<file path="src/rtl/bsg_age_pkg.sv">
// Shared definitions for the age-stamp issuer and the age arbiter it feeds.
package bsg_age_pkg;

  // Issuer sequencing: normal stamping, or a one-cycle compression of live stamps
  typedef enum logic [0:0] {
    eRun    = 1'b0,
    eRebase = 1'b1
  } age_state_e;

  // A stamp width is usable when, after a rebase (counter <= inputs), at least one
  // more stamp value below the all-ones ceiling is still free.
  function automatic bit ts_width_ok(input int inputs, input int width);
    return (inputs >= 1) && (inputs <= 5) && (width > 0) && (width < 31)
           && ((1 << width) >= inputs + 2);
  endfunction

endpackage

</file>
<file path="src/rtl/bsg_age_stamp_rank.sv">
// Combinational rank of each live stamp: how many live stamps are strictly older.
module bsg_age_stamp_rank
  import bsg_age_pkg::*;
#(
  parameter int inputs_p   = 3,
  parameter int ts_width_p = 3
) (
  input  logic [inputs_p-1:0]                 live_i,
  input  logic [inputs_p-1:0][ts_width_p-1:0] ts_i,
  output logic [inputs_p-1:0][ts_width_p-1:0] rank_o,
  output logic [ts_width_p-1:0]               live_count_o
);

  // older[i][j] is set when live input j holds a strictly smaller stamp than input i
  logic [inputs_p-1:0][inputs_p-1:0] older;

  for (genvar gi = 0; gi < inputs_p; gi++) begin : g_row
    for (genvar gj = 0; gj < inputs_p; gj++) begin : g_col
      assign older[gi][gj] = live_i[gj] & (ts_i[gj] < ts_i[gi]);
    end
  end

  // Popcount of each row gives the rank; equal stamps share a rank
  always_comb begin
    for (int i = 0; i < inputs_p; i++) begin
      rank_o[i] = '0;
      for (int j = 0; j < inputs_p; j++) begin
        rank_o[i] = rank_o[i] + ts_width_p'(older[i][j]);
      end
    end
  end

  // Number of live inputs; becomes the restart value of the stamp counter
  always_comb begin
    live_count_o = '0;
    for (int i = 0; i < inputs_p; i++) begin
      live_count_o = live_count_o + ts_width_p'(live_i[i]);
    end
  end

endmodule

</file>
<file path="src/rtl/bsg_age_stamp.sv">
// Timestamp issuer for an age arbiter: stamps arriving requests with a monotonic
// counter and compresses live stamps into ranks before the counter can wrap.
module bsg_age_stamp
  import bsg_age_pkg::*;
#(
  parameter int inputs_p   = 3,
  parameter int ts_width_p = 3
) (
  input  logic                                clk_i,
  input  logic                                reset_i,
  input  logic [inputs_p-1:0]                 reqs_i,
  input  logic [inputs_p-1:0]                 grants_i,
  output logic [inputs_p-1:0]                 reqs_o,
  output logic [inputs_p-1:0][ts_width_p-1:0] ts_o,
  output logic                                arb_ready_o
);

  if (!ts_width_ok(inputs_p, ts_width_p)) begin : g_bad_width
    $error("bsg_age_stamp: ts_width_p too narrow for inputs_p (need 2**w >= inputs_p+2)");
  end

  localparam logic [ts_width_p-1:0] max_lp = '1;

  logic [inputs_p-1:0]                 live_q, live_d;
  logic [inputs_p-1:0][ts_width_p-1:0] stamp_q, stamp_d;
  logic [ts_width_p-1:0]               counter_q, counter_d;
  age_state_e                          state_q;
  logic                                ready_q;

  logic [inputs_p-1:0]                 pending;
  logic [inputs_p-1:0]                 accept;
  logic [inputs_p-1:0]                 grant_clr;
  logic [inputs_p-1:0]                 withdraw;
  logic [inputs_p-1:0][ts_width_p-1:0] rank;
  logic [ts_width_p-1:0]               live_count;
  logic                                any_pending;
  logic                                at_max;

  for (genvar gi = 0; gi < inputs_p; gi++) begin : g_in
    assign pending[gi]   = reqs_i[gi] & ~live_q[gi];
    assign withdraw[gi]  = live_q[gi] & ~reqs_i[gi];
    assign reqs_o[gi]    = live_q[gi] & reqs_i[gi] & ready_q;
    // Only a grant on a request we are actually presenting retires it
    assign grant_clr[gi] = grants_i[gi] & reqs_o[gi];
    // Arrivals are stamped only while running and while a stamp value is free;
    // at the ceiling they wait for the rebase and retry
    assign accept[gi]    = pending[gi] & (state_q == eRun) & ~at_max;
  end

  assign any_pending = |pending;
  assign at_max      = (counter_q == max_lp);
  assign ts_o        = stamp_q;
  assign arb_ready_o = ready_q;

  bsg_age_stamp_rank #(
    .inputs_p  (inputs_p),
    .ts_width_p(ts_width_p)
  ) u_rank (
    .live_i      (live_q),
    .ts_i        (stamp_q),
    .rank_o      (rank),
    .live_count_o(live_count)
  );

  // Next live/stamp/counter: stamp arrivals while running, compress to ranks on rebase
  always_comb begin
    live_d    = live_q;
    stamp_d   = stamp_q;
    counter_d = counter_q;
    if (state_q == eRun) begin
      live_d = (live_q & ~withdraw & ~grant_clr) | accept;
      for (int i = 0; i < inputs_p; i++) begin
        if (accept[i]) stamp_d[i] = counter_q;
      end
      if (|accept) counter_d = counter_q + ts_width_p'(1);
    end else begin
      // Ranks use the pre-withdraw live set; a withdrawn input just leaves a gap
      live_d = live_q & ~withdraw;
      for (int i = 0; i < inputs_p; i++) begin
        stamp_d[i] = live_q[i] ? rank[i] : '0;
      end
      counter_d = live_count;
    end
  end

  // Data registers: live bits, per-input stamps and the stamp counter
  always_ff @(posedge clk_i or posedge reset_i) begin
    if (reset_i) begin
      live_q    <= '0;
      stamp_q   <= '0;
      counter_q <= '0;
    end else begin
      live_q    <= live_d;
      stamp_q   <= stamp_d;
      counter_q <= counter_d;
    end
  end

  // Run/rebase sequencing; the arbiter enable is registered alongside the state
  always_ff @(posedge clk_i or posedge reset_i) begin
    if (reset_i) begin
      state_q <= eRun;
      ready_q <= 1'b1;
    end else begin
      case (state_q)
        eRun: begin
          if (at_max && any_pending) begin
            state_q <= eRebase;
            ready_q <= 1'b0;
          end
        end
        eRebase: begin
          state_q <= eRun;
          ready_q <= 1'b1;
        end
        default: begin
          state_q <= eRun;
          ready_q <= 1'b1;
        end
      endcase
    end
  end

  // The arbiter must never grant more than one input per cycle
  always_ff @(posedge clk_i) begin
    if (!reset_i) begin
      assert ($onehot0(grants_i))
      else $error("bsg_age_stamp: grants_i is not onehot0");
    end
  end

endmodule

</file>
<file path="config.mk">
export PLATFORM = sky130hd
export DESIGN_NAME = bsg_age_stamp
export DESIGN_NICKNAME = d
export VERILOG_FILES = /design/src/rtl/bsg_age_pkg.sv /design/src/rtl/bsg_age_stamp_rank.sv /design/src/rtl/bsg_age_stamp.sv
export SDC_FILE = /design/constraint.sdc
export NUM_CORES = 1
export LEC_CHECK = 0
export CORE_ASPECT_RATIO = 1.2
export CORE_MARGIN = 1
export CORE_UTILIZATION = 50
export DETAILED_ROUTE_END_ITERATION = 12
export PLACE_DENSITY = 0.75
export SYNTH_ARGS = -nofsm -noshare
export SYNTH_HDL_FRONTEND = slang
export SYNTH_SLANG_ARGS = --single-unit
</file>
<file path="constraint.sdc">
create_clock -name clk_i -period 2 [get_ports clk_i]
set_input_delay 0.4 -clock clk_i [delete_from_list [all_inputs] [get_ports clk_i]]
set_output_delay 0.4 -clock clk_i [all_outputs]
set_load 0.005 [all_outputs]
</file>
### Word level (Yosys, flattened, before mapping)

Index checks and enable logic that the tools add are counted.

* bits of input ports: 8
* flip-flop bits (word level): 17

* reduce and logical (&&, ||, !) cells: 7
* bitwise gates (word level): 43
* $add $sub $neg: 9
* eq/ne operators: 2
* muxes and demuxes: 14
* order comparisons: 9

Operator list (count)
* $and 1x1->1: 30
* $lt 3x3->1: 9
* $mux 3: 9
* $add 3x1->3: 4
* $mux 9: 1
* $add 1x1->2: 4
* $not 1->1: 8
* $reduce_bool 2->1: 4
* $and 3x3->3: 2
* $not 3->3: 2
* $reduce_or 3->1: 2
* $pmux 1 s2: 2
* $add 3x1->3 const B: 1
* $eq 3x3->1 const B: 1
* $or 3x3->3: 1
* $mux 1: 2
* $ne 2x1->1 const B: 1
* $logic_and 1x1->1: 1

### Longest topological paths before layout

Gate-level depths: netlist of the first run.

* depth in word-level cells: 7
* depth in mapped cells: 8
* depth with buffers taken out: 8

### Hierarchy

From an unflattened synthesis of the first run, not the netlist that was laid out.

* cell total of the unflattened synthesis: 135
* area, all modules: 1353.8 um^2

Modules (own cells, without submodules)
* bsg_age_stamp: area each 1002.2 um^2, sequential area each 426.7 um^2, cells each 94, times used 1
* bsg_age_stamp_rank: area each 351.6 um^2, sequential area each 0.0 um^2, cells each 41, times used 1

### Worst setup path before layout of the first run

OpenSTA, ideal clock, no wires.

* path type: register to register
* start point: reg counter_q[0]
* end point: reg counter_q[0]
* setup slack: 0.337 ns
* data required time: 1.877 ns
* period minus slack after synthesis: 1.663 ns
* library setup time: 0.123 ns
* stages on the path, launching flop included: 7
* arrival time: 1.540 ns
* cell sequence: dfrtp_1 ha_1 ha_1 buf_2 or3b_1 a31oi_1 nor3b_1

* word-level cells in the longest chain between the ends: 5
* elaborated cells on any way between the ends: 10

Ends and longest elaborated chain
* start: declaration: RTL line bsg_age_stamp.sv:26 `logic [ts_width_p-1:0] counter_q, counter_d;`
* start signal: assignment: RTL line bsg_age_stamp.sv:95 `counter_q <= counter_d;`
* $eq 3x3->1: RTL line bsg_age_stamp.sv:51 `assign at_max = (counter_q == max_lp);`
* $not 1->1: RTL line bsg_age_stamp.sv:47 `assign accept[gi] = pending[gi] & (state_q == eRun) & ~at_max;`
* $and 1x1->1: RTL line bsg_age_stamp.sv:47
* $reduce_or 3->1: RTL line bsg_age_stamp.sv:75 `if (|accept) counter_d = counter_q + ts_width_p'(1);`
* $reduce_bool 2->1 (no source line)

Parallel ways exist; a longest one is shown, timed or not. The select of a mux whose other input is x is not followed.
A chain may end at the register's enable or synchronous reset.

### Worst setup path in the final report of the first run

* start point: reg ready_q (netlist: arb_ready_o)
* end point: out reqs_o[1]

* word-level cells in the longest chain between the ends: 1

Ends and longest elaborated chain
* start: declaration: RTL line bsg_age_stamp.sv:28 `logic ready_q;`
* start signal: assignment: RTL line bsg_age_stamp.sv:103 `ready_q <= 1'b1;`
* start signal: assignment: RTL line bsg_age_stamp.sv:109 `ready_q <= 1'b0;`
* start signal: assignment: RTL line bsg_age_stamp.sv:114 `ready_q <= 1'b1;`
* $and 1x1->1: RTL line bsg_age_stamp.sv:42 `assign reqs_o[gi] = live_q[gi] & reqs_i[gi] & ready_q;`
* end: declaration: RTL line bsg_age_stamp.sv:13 `output logic [inputs_p-1:0] reqs_o,`

Every way passes these cells.

==> results of run 1 <==
-- worst min-delay path by stage --
| stage | from | to | slack (ns) |
|---|---|---|---|
| 2_1_floorplan | reset_i | counter_q[0] | 0.33 |
| 4_1_cts | reset_i | ts_o[0] | 0.51 |
| 6_report | reset_i | state_q | 0.48 |
| 5_1_grt | reset_i | ts_o[0] | 0.57 |
| 3_5_place_dp | arb_ready_o | arb_ready_o | 0.56 |
| 3_3_place_gp | arb_ready_o | arb_ready_o | 0.54 |
-- power breakdown --
| part | internal, mW | leakage, nW | switching, mW |
|---|---|---|---|
| Combinational | 0.714 | 0.507 | 0.684 |
| Clock | 0.0744 | 0.0177 | 0.109 |
| Sequential | 0.505 | 0.208 | 0.179 |
-- cells in the final DEF, fill, tap and decap left out, drive strengths merged --
cell,instances
clkbuf,3
buf,9
o311ai,2
nor3b,3
o2bb2ai,1
mux2i,6
dfstp,1
a21oi,6
clkdlybuf4s50,20
a21o,1
nand3,9
and3,6
ha,17
dfrtp,16
o221a,2
or3b,1
o21ai,11
nor2,3
a41oi,2
inv,11
nor4b,1
clkinv,1
o211ai,2
a31oi,1
fa,1
nor2b,7
nand2,11
nand2b,3
nand3b,1
nor3,1
nand4,1
and2,2
o31ai,2
-- worst max-delay path, delay by kind of cell, from the launching register on --
kind                   cells  cell delay [ns]
DFF                        1             0.61
buffers and inverters      1             0.49
and+or+nand+nor            1             0.17
-- Yosys cell counts, drive strengths merged --
| cell | number |
|---|---|
| o2bb2ai | 1 |
| a41oi | 2 |
| clkbuf | 2 |
| o31ai | 2 |
| and3 | 6 |
| o211ai | 2 |
| a31oi | 1 |
| a21oi | 6 |
| o311ai | 2 |
| buf | 5 |
| or3b | 1 |
| nand2 | 11 |
| nand3b | 1 |
| nor2b | 7 |
| and2 | 2 |
| o21ai | 11 |
| fa | 1 |
| nor2 | 3 |
| nand4 | 1 |
| inv | 11 |
| nor4b | 1 |
| nor3b | 3 |
| o221a | 2 |
| dfstp | 1 |
| a21o | 1 |
| nor3 | 1 |
| nand3 | 9 |
| ha | 17 |
| nand2b | 3 |
| dfrtp | 16 |
| mux2i | 6 |
-- cells by family (layout without fill, tap and decap cells) --
family	count (synthesis)	after routing	share of synthesized area, %
mux	6	6	4.629
buf+inv	18	44	6.365
fa+ha+maj	18	18	17.94
flops	17	17	32.88
simple gates	49	49	23.14
compound gates	30	30	15.04
-- sequential cells by signal, summed over array words and instances (netlist names) --
| name | count |
|---|---|
| arb_ready_o | 1 |
| counter_q | 3 |
| ts_o | 9 |
| live_q | 3 |
| state_q | 1 |
-- layout make-up --
class                      count  area (um^2)
timing repair buffer          29        267.8
tap                           31        38.79
multi-input combinational    103        788.3
sequential                    17        426.7
clock buffer                   3        22.52
clock inverter                 1        5.005
inverter                      11        41.29
fill                         202        787.0
-- stage by stage --
| step | power [mW] | setup slack [ns] | setup TNS [ns] | util [%] |
|---|---|---|---|---|
| after CTS | 2.268 | 0.02334 | 0 | 66.89 |
| after global routing | 2.484 | -0.01069 | -0.02413 | 66.89 |
| after global placement | 1.975 | 0.08572 | 0 | 65.74 |
| after floorplan | 1.528 | 0.3365 | 0 | - |
| final | 2.266 | 0.03640 | 0 | 66.89 |
| after detailed placement | 2.075 | 0.05473 | 0 | 65.74 |
-- per-layer routing --
layer | up-vias | GRT usage, % | share of wire [%]
met5 | - | 0 | 0
met4 | 0 | 15.13 | 3.6
met3 | 11 | 3.150 | 3.9
met2 | 39 | 44.87 | 52
met1 | 538 | 26.97 | 41
li1 | 546 | - | -
==> impl_metrics.tcl, run 1 <==
set metrics [dict create \
    grt_pass1_wl_mm 5.147 \
    cp_data_required_time_ns 1.60 \
    rrSetupSlack_ns 0.13 \
    wl_per_cell_um 15.60 \
    tightest_slew_ns 0.6584 \
    endpoint "reqs_o[1]" \
    viasPerCell 5.815 \
    yosysWarningCount 0 \
    nets 191 \
    skew_ns 0.01129 \
    drtIter0Drc 31 \
    die_h_um 57.80 \
    yosys-top-cells-area "dfrtp_1, ha_1, mux2i_1, nand3_1, nor2b_1" \
    hpwlAfterDp_mm 2.358 \
    crit_start "arb_ready_o" \
    crit_arrival_ns 1.56 \
    numPlacedInstances 191 \
    drc 0 \
    synthesis.nets 164 \
    cts_buffers 3 \
    clock.fmax_ghz 0.5093 \
    min_path_type "input port to asynchronous set/reset pin" \
    reg2reg_to "ts_o[3]" \
    p_per_area_nw_per_um2 1425 \
    max-vdd-ir-drop_mv 0.8519 \
    setup_violations 0 \
    die_x_um 48.50 \
    final_area_um2 1590 \
    cts_resized 0 \
    syn_to_final_growth_pct 22.57 \
    ys_seq_area_share_pct 32.88 \
    core_area_um2 2377 \
    clkSinkCount 17 \
    postCtsHoldBufs 0 \
    antenna_found_initial 0 \
    design.die.area_um2 2803 \
    finalNonFillerCells 195 \
    path_clk_slew_ns 0.11 \
    clockBufferDepth 2 \
    dr_total_vias 1134 \
    avgSynthCellArea_um2 9.402 \
    final_antenna_net_count 0 \
    min_period_ns 1.964 \
    cp_slowest_cell "dfstp_2" \
    slew_headroom_pct 56.06 \
    synth_cell_types 36 \
    ys_seq_elements 17 \
    worst_setup_path_end_kind "output pin" \
    syn-instance-count 138 \
    grt_pass1_vias 1148 \
    row_count 19 \
    portBuffers 20 \
    maxCapViolations 0 \
    r2r-start "ts_o[1]" \
    grt_start_max_net_pins 18 \
    synth_top_cell_by_area "dfrtp_1" \
    synth_top_area_share_pct 30.86 \
    post_cts_buffers 0 \
    drt_pass1_iterations 4 \
    finalHoldViolCount 0 \
    cpPeakStageDelay_ns 0.61 \
    path_cells "and3_1 -> clkdlybuf4s50_1" \
    drv_slew 0 \
    final.period_utilization_pct 98.18 \
    drive_above_1_share_pct 11.59 \
    crit_path_start_kind "register" \
    cts_tree "built" \
    synth_area_um2 1297 \
    io_pins 21 \
    path_max_fanout 7 \
    crit_type "register to output pin" \
    initial_core_util_pct 54.58 \
    grt_util_all_layers_pct 24.45 \
    diodes 0 \
    gp_congestion 0.8571 \
    outcome "completed" \
    hold_ws_ns 0.4816 \
    rsz0062_at_grt "yes" \
    overflow 0 \
    placed_cell_area_um2 1563 \
    clk_latency_ns 0.29 \
    wl_mm 3.042 \
    p_leak_nw 0.7323 \
    cts_root_buf "clkbuf_4" \
    htreeDepth 1 \
    reg2regPathDepth 8 \
]
(Power assumes the default switching activity.)
==> run 2, diff against run 1 <==
--- a/config.mk
+++ b/config.mk
@@ -9,7 +9,9 @@
 export CORE_MARGIN = 1
 export CORE_UTILIZATION = 50
 export DETAILED_ROUTE_END_ITERATION = 12
+export HOLD_SLACK_MARGIN = 0.15
 export PLACE_DENSITY = 0.75
+export SLEW_MARGIN = 20
 export SYNTH_ARGS = -nofsm -noshare
 export SYNTH_HDL_FRONTEND = slang
 export SYNTH_SLANG_ARGS = --single-unit
==> results of run 2 <==
The final DEF is identical to that of run 1; final timing and power are the same.
==> run 3, diff against run 2 <==
--- a/config.mk
+++ b/config.mk
@@ -9,6 +9,7 @@
 export CORE_MARGIN = 1
 export CORE_UTILIZATION = 50
 export DETAILED_ROUTE_END_ITERATION = 12
+export GPL_TIMING_DRIVEN = 1
 export HOLD_SLACK_MARGIN = 0.15
 export PLACE_DENSITY = 0.75
 export SLEW_MARGIN = 20
==> results of run 3 <==
The final DEF is identical to that of run 1; final timing and power are the same.
==> edit, RTL diff (config.mk and constraints of run 3) <==
`ts_width_p` is set to 3 in 2 places; all go to 4.
--- a/src/rtl/bsg_age_stamp_rank.sv
+++ b/src/rtl/bsg_age_stamp_rank.sv
@@ -3,7 +3,7 @@
   import bsg_age_pkg::*;
 #(
   parameter int inputs_p   = 3,
-  parameter int ts_width_p = 3
+  parameter int ts_width_p = 4
 ) (
   input  logic [inputs_p-1:0]                 live_i,
   input  logic [inputs_p-1:0][ts_width_p-1:0] ts_i,
--- a/src/rtl/bsg_age_stamp.sv
+++ b/src/rtl/bsg_age_stamp.sv
@@ -4,7 +4,7 @@
   import bsg_age_pkg::*;
 #(
   parameter int inputs_p   = 3,
-  parameter int ts_width_p = 3
+  parameter int ts_width_p = 4
 ) (
   input  logic                                clk_i,
   input  logic                                reset_i,
Interface: changed (resized ts_o); port bits go from 21 to 24. No check against the original RTL was run, so the function may have changed too.
==> edit against run 3 <==
- routed wire length increased by 25%
- register-to-register slack worse by 30 ps
- total power is 18% higher
- non-clock buffer count increased by 11
- final area up 22%
- worst setup slack better by 62 ps
- global-route usage is 0.77 points higher
- synthesized area increased by 22%
- die area rose by 21%
- combinational power grew 16%
- maximum frequency rose by 3.3%
- worst hold slack worse by 90 ps
- synthesized cell count is 27% higher
- sequential cell count up 4
- critical path type is now flip-flop to flip-flop
- critical endpoint is now ts_o[8]
==> edit: results (changes against run 3) <==
seq_area_frac_synth_pct: 33.3  # was 32.9%
portBuffers: 23  # was 20
p_leak_nw: 0.918  # was 0.732 nW
status: "finished, final reports clean"  # unchanged
placed_cell_area_mm2: 0.00188  # was 0.00156 mm²
drive_above_1_share_pct: 17.1  # was 11.6%
gr-usage-met1_pct: 29.7  # was 27.0%
gp_congestion: 0.845  # was 0.857
final_nets: 234  # was 191
r2r_start: "ts_o[10]"  # was ts_o[1]
dp.cells: 235  # was 191
ir_worst_vdd_uv: 767  # was 852 µV
post_synth_inst_count: 175  # was 138
dpl_worst_slack_ps: 3.38  # was 54.7 ps
largest_register_ffs: 12  # was 9
synthMuxAreaShare_pct: 0  # was 4.63%
syn_nets: 203  # was 164
fillers: 267  # was 202
rrSetupSlack_ps: 100  # was 130 ps
hpwlAfterDp_um: 2870  # was 2360 µm
slowest_delay_ps: 420  # was 610 ps
synth.area.top_cells: "dfrtp_1, ha_1, a21oi_1, nand3_1, o21ai_0"  # was dfrtp_1, ha_1, mux2i_1, nand3_1, nor2b_1
vias_per_cell: 5.97  # was 5.82
ys_types: 39  # was 36
synth_common_cells: "dfrtp_1, ha_1, a21oi_1"  # was ha_1, dfrtp_1, inv_1, nand2_1, nand3_1
synth_fa_ha_area_share_pct: 16.3  # was 17.9%
finClkSkew_ps: 8.13  # was 11.3 ps
synth_compound_area_share_pct: 21.6  # was 15.0%
insertion_delay_ps: 320  # was 290 ps
grt_pass1_vias: 1421  # was 1148
grt_max_degree: 22  # was 18
-- edit: worst reg2reg max path, cell delays in order (launching register included) --
cell and delay [ps]:
dfrtp_1 420, inv_1 120, ha_4 220, a21o_1 190, a211oi_2 240, and2_1 160
ha_1 220, a21oi_1 140, a31oi_1 50
-- edit: where the power goes --
part / internal [W] / switching [W]
registers: 0.000606 / 0.000224
clock network: 0.0000781 / 0.000135
logic: 0.000878 / 0.000754
total: 0.00156 / 0.00111
-- edit: area by class of cell --
type | instances | area, µm² | share of cell area, %
Clock buffer | 4 | 26.3 | 1.35
Inverter | 12 | 45.0 | 2.32
Tap cell | 36 | 45.0 | 2.32
Timing Repair Buffer | 40 | 365 | 18.8
Sequential cell | 21 | 528 | 27.2
Multi-Input combinational cell | 128 | 933 | 48.0
-- edit: worst max path at each step --
stage,start,to,slack (ps)
finish,ts_o[10],ts_o[8],100
global route,ts_o[11],ts_o[8],-10
floorplan,ts_o[2],ts_o[8],180
global placement,reqs_i[0],counter_q[3],70
detailed placement,reqs_i[0],counter_q[3],3
CTS,arb_ready_o,reqs_o[2],7
-- edit: routing by layer --
metal / vias to the layer above / wire length [µm] / part of all wire, %
met1: 668 / 1560 / 41
li1: 702 / - / -
met3: 7 / 174 / 4.6
met5: - / 0 / 0
met4: 0 / 68 / 1.8
met2: 62 / 2010 / 53
-- edit: logic make-up (layout without fill, tap and decap cells) --
family | count (synthesis) | in the layout
adder cells (fa/ha/maj) | 20 | 20
flip-flops | 21 | 21
AND/OR/NAND/NOR | 56 | 56
AO/OA/AOI/OAI | 52 | 52
buffers and inverters | 26 | 56
-- edit: repair_timing --
action / in CTS / in global routing
resized for setup: 1 / 5
endpoints found under the hold margin: 0 / 0
setup endpoints to repair: 1 / 6
setup buffers: 0 / 2
